[src/rtl/maj_pkg.sv]
// ----------------------------------------------------------------------------
// maj_pkg
// Shared definitions for the 16-bit majority voter and its sampling front end.
//   MAJ_WIDTH : samples per window / voter input width
//   FILL_W    : width of the partial-window sample counter
//   state_t   : status FSM encoding of the sample window block
// ----------------------------------------------------------------------------
package maj_pkg;

    localparam int MAJ_WIDTH = 16;
    localparam int FILL_W    = 5;

    typedef enum logic [1:0] {
        IDLE      = 2'd0,
        FILL      = 2'd1,
        FULL_WAIT = 2'd2
    } state_t;

endpackage : maj_pkg

[src/rtl/maj_sample_tick.sv]
// ----------------------------------------------------------------------------
// maj_sample_tick
// Sample-rate prescaler. Counts enabled cycles 0..DIV-1 and raises tick in the
// cycle where the count sits at DIV-1, so the first tick lands on the DIV-th
// enabled cycle. Dropping en restarts the count from 0 on the next edge.
// Ports:
//   clk  : clock
//   rst  : asynchronous active-high reset
//   en   : sampling enable; low restarts the prescaler
//   tick : sample strobe (combinational, qualified by en)
// ----------------------------------------------------------------------------
module maj_sample_tick #(
    parameter int DIV = 4
) (
    input  logic clk,
    input  logic rst,
    input  logic en,
    output logic tick
);

    localparam int          PW   = (DIV > 1) ? $clog2(DIV) : 1;
    localparam logic [PW-1:0] TERM = PW'(DIV - 1);

    logic [PW-1:0] cnt_q;

    assign tick = en && (cnt_q == TERM);

    always_ff @(posedge clk or posedge rst) begin
        if (rst) begin
            cnt_q <= '0;
        end else if (!en || tick) begin
            cnt_q <= '0;
        end else begin
            cnt_q <= cnt_q + 1'b1;
        end
    end

endmodule : maj_sample_tick

[src/rtl/maj16_sample_window.sv]
// ----------------------------------------------------------------------------
// maj16_sample_window
// Oversamples a serial input, assembles WIDTH consecutive samples into a word
// and offers it on a double-buffered valid/ready output for the majority voter.
// A window that completes while the previous one is still unconsumed is dropped
// and recorded in the sticky overrun flag.
//
//   state     | meaning
//   ----------+-------------------------------------------------------------
//   IDLE      | en low; prescaler and fill held at 0
//   FILL      | collecting samples into the current window
//   FULL_WAIT | window just dropped because the output was still occupied
//
// The FSM only reports status; the datapath follows its own rules below.
//
// Ports:
//   clk     : clock
//   rst     : asynchronous active-high reset
//   din     : serial sample input, already synchronised to clk
//   en      : sampling enable
//   clr_ovr : synchronous clear of overrun
//   Data    : completed window, bit WIDTH-1 oldest sample, bit 0 newest
//   valid   : Data holds an unconsumed window
//   ready   : downstream accepts Data this cycle
//   overrun : sticky, a completed window was dropped
//   fill    : samples in the current partial window
// ----------------------------------------------------------------------------
module maj16_sample_window
    import maj_pkg::*;
#(
    parameter int WIDTH = MAJ_WIDTH,
    parameter int DIV   = 4
) (
    input  logic              clk,
    input  logic              rst,
    input  logic              din,
    input  logic              en,
    input  logic              clr_ovr,
    output logic [WIDTH-1:0]  Data,
    output logic              valid,
    input  logic              ready,
    output logic              overrun,
    output logic [FILL_W-1:0] fill
);

    localparam logic [FILL_W-1:0] FILL_LAST = FILL_W'(WIDTH - 1);

    logic             tick;
    logic             last_tick;
    logic             blocked;
    logic             load;
    logic             drop;
    logic [WIDTH-1:0] shift_q;
    logic [WIDTH-1:0] word;
    state_t           state_q;
    state_t           state_d;

    maj_sample_tick #(
        .DIV (DIV)
    ) u_tick (
        .clk  (clk),
        .rst  (rst),
        .en   (en),
        .tick (tick)
    );

    // Word as it will look once the current sample is shifted in.
    assign word      = {shift_q[WIDTH-2:0], din};
    assign last_tick = tick && (fill == FILL_LAST);

    // Output register is occupied and not being drained this cycle.
    assign blocked   = valid && !ready;
    assign load      = last_tick && !blocked;
    assign drop      = last_tick && blocked;

    // The shift register is never cleared by en; a fresh window always
    // replaces every bit before it can complete.
    always_ff @(posedge clk or posedge rst) begin
        if (rst) begin
            shift_q <= '0;
        end else if (tick) begin
            shift_q <= word;
        end
    end

    always_ff @(posedge clk or posedge rst) begin
        if (rst) begin
            fill <= '0;
        end else if (!en) begin
            fill <= '0;
        end else if (tick) begin
            fill <= last_tick ? '0 : fill + 1'b1;
        end
    end

    always_ff @(posedge clk or posedge rst) begin
        if (rst) begin
            Data <= '0;
        end else if (load) begin
            Data <= word;
        end
    end

    // A completion with ready high reloads in the same cycle, so back-to-back
    // windows never leave a bubble on valid.
    always_ff @(posedge clk or posedge rst) begin
        if (rst) begin
            valid <= 1'b0;
        end else if (load) begin
            valid <= 1'b1;
        end else if (valid && ready) begin
            valid <= 1'b0;
        end
    end

    // A new drop takes priority over a clear in the same cycle.
    always_ff @(posedge clk or posedge rst) begin
        if (rst) begin
            overrun <= 1'b0;
        end else if (drop) begin
            overrun <= 1'b1;
        end else if (clr_ovr) begin
            overrun <= 1'b0;
        end
    end

    always_comb begin
        state_d = state_q;
        if (!en) begin
            state_d = IDLE;
        end else begin
            case (state_q)
                IDLE:      state_d = FILL;
                FILL:      state_d = drop ? FULL_WAIT : FILL;
                FULL_WAIT: state_d = drop ? FULL_WAIT : FILL;
                default:   state_d = IDLE;
            endcase
        end
    end

    always_ff @(posedge clk or posedge rst) begin
        if (rst) begin
            state_q <= IDLE;
        end else begin
            state_q <= state_d;
        end
    end

endmodule : maj16_sample_window

[config.mk]
export PLATFORM = sky130hd
export DESIGN_NAME = maj16_sample_window
export DESIGN_NICKNAME = d
export VERILOG_FILES = /design/src/rtl/maj_pkg.sv /design/src/rtl/maj_sample_tick.sv /design/src/rtl/maj16_sample_window.sv
export SDC_FILE = /design/constraint.sdc
export NUM_CORES = 1
export LEC_CHECK = 0
export BUFFER_PORTS_ARGS = -buffer_cell sky130_fd_sc_hd__buf_4
export CAP_MARGIN = 20
export CORE_MARGIN = 4
export CORE_UTILIZATION = 23
export DETAILED_ROUTE_END_ITERATION = 8
export GPL_TIMING_DRIVEN = 0
export PLACE_DENSITY_LB_ADDON = 0.1
export SYNTH_ARGS = -nofsm -noshare
export SYNTH_HDL_FRONTEND = slang
export SYNTH_SLANG_ARGS = --single-unit
[constraint.sdc]
create_clock -name clk -period 1.83 [get_ports clk]
set_input_delay 0.0915 -clock clk [delete_from_list [all_inputs] [get_ports clk]]
set_output_delay 0.0915 -clock clk [all_outputs]
set_load 0.02 [all_outputs]
# Yosys cells after proc, flatten, opt, wreduce, memory -nomap -nowiden
# Index checks and enable logic that the tools add are counted.
[word_totals]
reg_bits = 40
input_bits = 6
elab_cells = 31
[classes]
n_addsub = 2
n_eq_ne = 3
n_mux = 8
n_reduce_logical = 12
[op_table]
columns = ["op", "n"]
rows = [
  ["$mux W5", 3],
  ["$logic_and A1 B1 Y1", 6],
  ["$add A5 B1 Y5 const B", 1],
  ["$eq A5 B4 Y1 const B", 1],
  ["$mux W1", 4],
  ["$reduce_bool A2 Y1", 2],
  ["$logic_not A1 Y1", 3],
  ["$add A2 B1 Y2 const B", 1],
  ["$eq A2 B2 Y1 const B", 1],
  ["$mux W2", 1],
  ["$ne A2 B1 Y1 const B", 1],
  ["$logic_or A1 B1 Y1", 1],
]

# Logic depth before layout (Yosys ltp)
[depth]
ltp_word = 6
depth_mapped = 5
mapped_depth_nobuf = 4

# Modules after synthesis
# From an unflattened synthesis, not the netlist that was laid out.
[hier_totals]
cells_unflattened = 105
area_unflattened_um2 = 1592.8
[by_module_without_submodules]
columns = ["mod", "n_inst", "cells_each", "area_per_inst_um2", "seq_area_each_um2"]
rows = [
  ["maj16_sample_window", 1, 98, 1497.7, 950.9],
  ["maj_sample_tick", 1, 7, 95.1, 50.0],
]

# Worst setup path before layout
# No wires, ideal clock.
[synth_path]
path_kind = "reg-to-reg"
start = "register fill[0]"
end = "register Data[0]"
t_arrival_ns = 1.712
path_slack_ns = -0.007
stages_incl_launch_ff = 6
n_path_buf = 1
synth_period_minus_slack_ns = 1.837
cell_sequence = "dfrtp_1 -> ha_1 -> nand4b_2 -> nor3b_4 -> buf_12 -> mux2_4"
[synth_via]
elab_chain_cells = 3
[synth_lines]
columns = ["element", "line", "text"]
rows = [
  ["start, declared", "maj16_sample_window.sv:43", "output logic [FILL_W-1:0] fill"],
  ["start signal, assigned", "maj16_sample_window.sv:92", "fill <= last_tick ? '0 : fill + 1'b1;"],
  ["$eq A5 B4 Y1", "maj16_sample_window.sv:69", "assign last_tick = tick && (fill == FILL_LAST);"],
  ["$logic_and A1 B1 Y1", "maj16_sample_window.sv:69", ""],
  ["$logic_and A1 B1 Y1", "maj16_sample_window.sv:73", "assign load = last_tick && !blocked;"],
  ["end signal, assigned", "maj16_sample_window.sv:100", "Data <= word;"],
  ["end, declared", "maj16_sample_window.sv:39", "output logic [WIDTH-1:0] Data,"],
]
# No other way between the ends.
# A chain may end at the register's enable or synchronous reset.

# Final worst setup path
[layout_path]
start = "register fill[0]"
end = "register Data[5]"
# Same word-level chain as after synthesis.

==> key figures <==
Placed design
  • Cells after DPL: 226
  • GPL Wtd Cong: 0.679
  • DP HPWL: 1980 um
  • Port bufs: 28

Setup path
  • Startpoint Class: flip-flop
  • Critical path origin: fill[0]
  • CP Max Fanout: 10
  • Flop2flop setup slack: 110 ps
  • Endpoint type of the worst setup path: flip-flop
  • Crit Reg-Reg Endpoint: Data[5]
  • Worst R2R Path Depth: 6
  • CP Class: reg -> reg
  • Worst Path Buf+Inv: 2
  • Slowest cell on the critical path: dfrtp_2
  • CP required: 2010 ps
  • CP top delay family: flip-flops
  • Max stage delay on crit path: 400 ps
  • Crit path arrival time: 1900 ps
  • Crit path cell chain: ha_1 > nand4b_2 > nor3b_4 > buf_4 > buf_12 > mux2_4
  • Reg2reg start: fill[0]

Floorplanning
  • Initial core utilization: 23.7%
  • Die width: 91.6 um
  • # IOs: 29
  • Die area: 8400 sq um
  • Row cnt: 30
  • Core ar.: 6790 sq um
  • Die Ht: 91.6 um

Power and ir drop
  • Overall power: 1800 uW
  • Leakage power figure: 0.00107 uW
  • Max rail drop VDD: 0.252 mV
  • Power Density: 860 nW/um^2

Clock tree
  • Clock transition at the registers of the reported paths: 80 ps
  • CTS Buffer Depth: 2
  • Worst skew pair latency: 290 ps
  • # clock sinks: 40
  • Root Driver: clkbuf_8
  • Total CTS buffers: 5
  • TritonCTS clock tree: done
  • H-tree depth: 2

Final layout
  • Fin cells: 237
  • Fill cell count: 677
  • Fin util: 30.8%
  • Footprint of the multi-input gates: 577 sq um
  • Synth-to-Final Area Change: 30.1%
  • N_diodes: 0
  • FF+latch area: 1000 sq um
  • Fraction of layout cells with a size suffix above 1: 55.3%
  • NumNets Final: 148

STA
  • Max-slew violations: 0
  • Final period util: 93.9%
  • Fmax: 582 MHz
  • Worst-Margin Slew: 840 ps
  • Post-Route Skew: 5.41 ps
  • Final Setup Violations: 0
  • Post-layout min period: 1720 ps
  • Fin Setup TNS: 0 ps
  • Max_slew headroom: 43.9%
  • Final Hold Viols: 40
  • RSZ-0062 raised after global routing: false
  • Worst hold margin: -26.0 ps

Synthesis
  • Ys Warns: 0
  • Syn Std Cell Area: 1610 sq um
  • Syn Area/Cell: 15.8 sq um
  • Number of library cell types mapped by synthesis: 22
  • Synth Instances: 102
  • Seq/Total Area, Yosys: 62.2%
  • Post-synthesis register bit count: 40
  • Synthesized net count: 110

Route
  • Total number of vias: 913
  • Met3 wire length: 153 um
  • Top Metal Used: met4
  • DR iter-0 viols: 14
  • Drt drc: 0
  • Drt pass-1 iters: 2
  • Final WL: 2920 um
  • Post-DRT Antenna Nets: 0
  • Routed len/inst: 12.3 um
  • Met2 WL: 1370 um
  • DR vias/cell: 3.85
  • M1 WL: 1350 um

Global routing
  • Antenna violations before repair: 0
  • Tot GR Track Use: 7.60%
  • First-pass GRT wire length: 5010 um
  • Largest net degree at the start of global routing: 41
  • Vias in the first global route: 946
  • Grt ovf: 0

Job
  • Max cap viols: 0

Outcome
  • Violated checks: negative hold slack
  • Status: finished with violations

Min path
  • Hold WC Path Type: in -> async
[cell families (layout without fill, tap and decap cells)]
logic type      count (synthesis)  after routing  synth area share (%)
flops                          40             40                  62.2
mux                            31             31                  24.0
simple gates                   17             17                  7.00
compound gates                  5              5                  1.87
buf+inv                         5             44                  2.25
fa+ha+maj                       2              2                  1.55
xor+xnor                        2              2                  1.09
[worst reg2reg max path, cell delays in order, from the launching register on]
cell and delay (ps):
dfrtp_2 400, ha_1 210, nand4b_2 180, nor3b_4 220
buf_4 150, buf_12 140, mux2_4 310
[per-stage QoR]
step           worst slack [ps]  cell area, sq um
2_1_floorplan              49.2              1610
3_3_place_gp              -72.6              1940
3_5_place_dp              -86.1              1940
4_1_cts                    74.3              2090
5_1_grt                    21.9              2090
6_report                    112              2090
[flip-flops by register name, indices dropped and copies added, names as in the netlist]
name	flops
Data	16
shift_q	15
fill	5
u_tick.cnt_q	2
overrun	1
valid	1
[layout by cell type, fill, tap and decap left out, drive strengths merged]
master and count:
mux2 31, clkbuf 6, dlygate4sd3 1, clkinv 1, nand3 2, o21ai 3
inv 3, and2 2, xnor2 1, and2b 1, or2b 1, nand4b 1
a41oi 1, buf 32, dfrtp 40, nor3b 1, xor2 1, nor2b 1
or2 1, ha 2, nand2 7, bufinv 1, o22ai 1
[cell usage after synthesis]
cell / count / share of area, %
buf_12: 1 / 1.2
nand4b_2: 1 / 0.93
or2b_1: 1 / 0.47
xnor2_1: 1 / 0.54
mux2_2: 21 / 15
xor2_1: 1 / 0.54
inv_1: 3 / 0.70
nand2_1: 6 / 1.4
nor3b_4: 1 / 1.2
and2_1: 2 / 0.78
nor2b_1: 1 / 0.39
or2_2: 1 / 0.39
o22ai_1: 1 / 0.39
buf_2: 1 / 0.31
and2b_1: 1 / 0.47
ha_1: 2 / 1.6
a41oi_1: 1 / 0.54
nand3_1: 2 / 0.62
dfrtp_1: 40 / 62
nand2_2: 1 / 0.39
mux2_4: 10 / 9.3
o21ai_0: 3 / 0.93
[worst max-delay path by stage]
stage / to / slack [ps] / cells after the start
floorplan: Data[0] / 50 / 5
global placement: Data[2] / -70 / 5
detailed placement: Data[1] / -90 / 5
CTS: Data[9] / 70 / 6
global route: Data[5] / 20 / 6
finish: Data[5] / 110 / 6
[area by class of cell]
class | count | area share, %
buffer | 2 | 1.20
clock buffer | 6 | 3.95
clock inverter | 2 | 1.85
inverter | 3 | 0.538
multi-input combinational | 57 | 27.6
sequential | 40 | 47.9
tap | 96 | 5.74
timing repair buffer | 31 | 11.2
[metal layers]
metal	track usage [%]	up-vias
met5	0	-
met4	3.39	0
met3	3.45	5
met2	10.7	17
met1	9.97	464
li1	-	427
[repair_timing]
action / in CTS / in global routing
endpoints found under the setup margin: 11 / 5
hold buffers: 1 / 0
gates cloned: 0 / 0
pin swaps: 1 / 0
hold endpoints to repair: 1 / 0
buffers inserted: 2 / 0
gates resized for setup: 0 / 1
[power by group]
part / total [uW] / leakage, uW / internal [uW] / switching [uW]
registers: 946 / 0.000550 / 921 / 25.4
logic: 90.3 / 0.000453 / 45.3 / 45.0
clock network: 764 / 0.0000614 / 446 / 318
No activity file was read; power rests on OpenSTA's default activity.
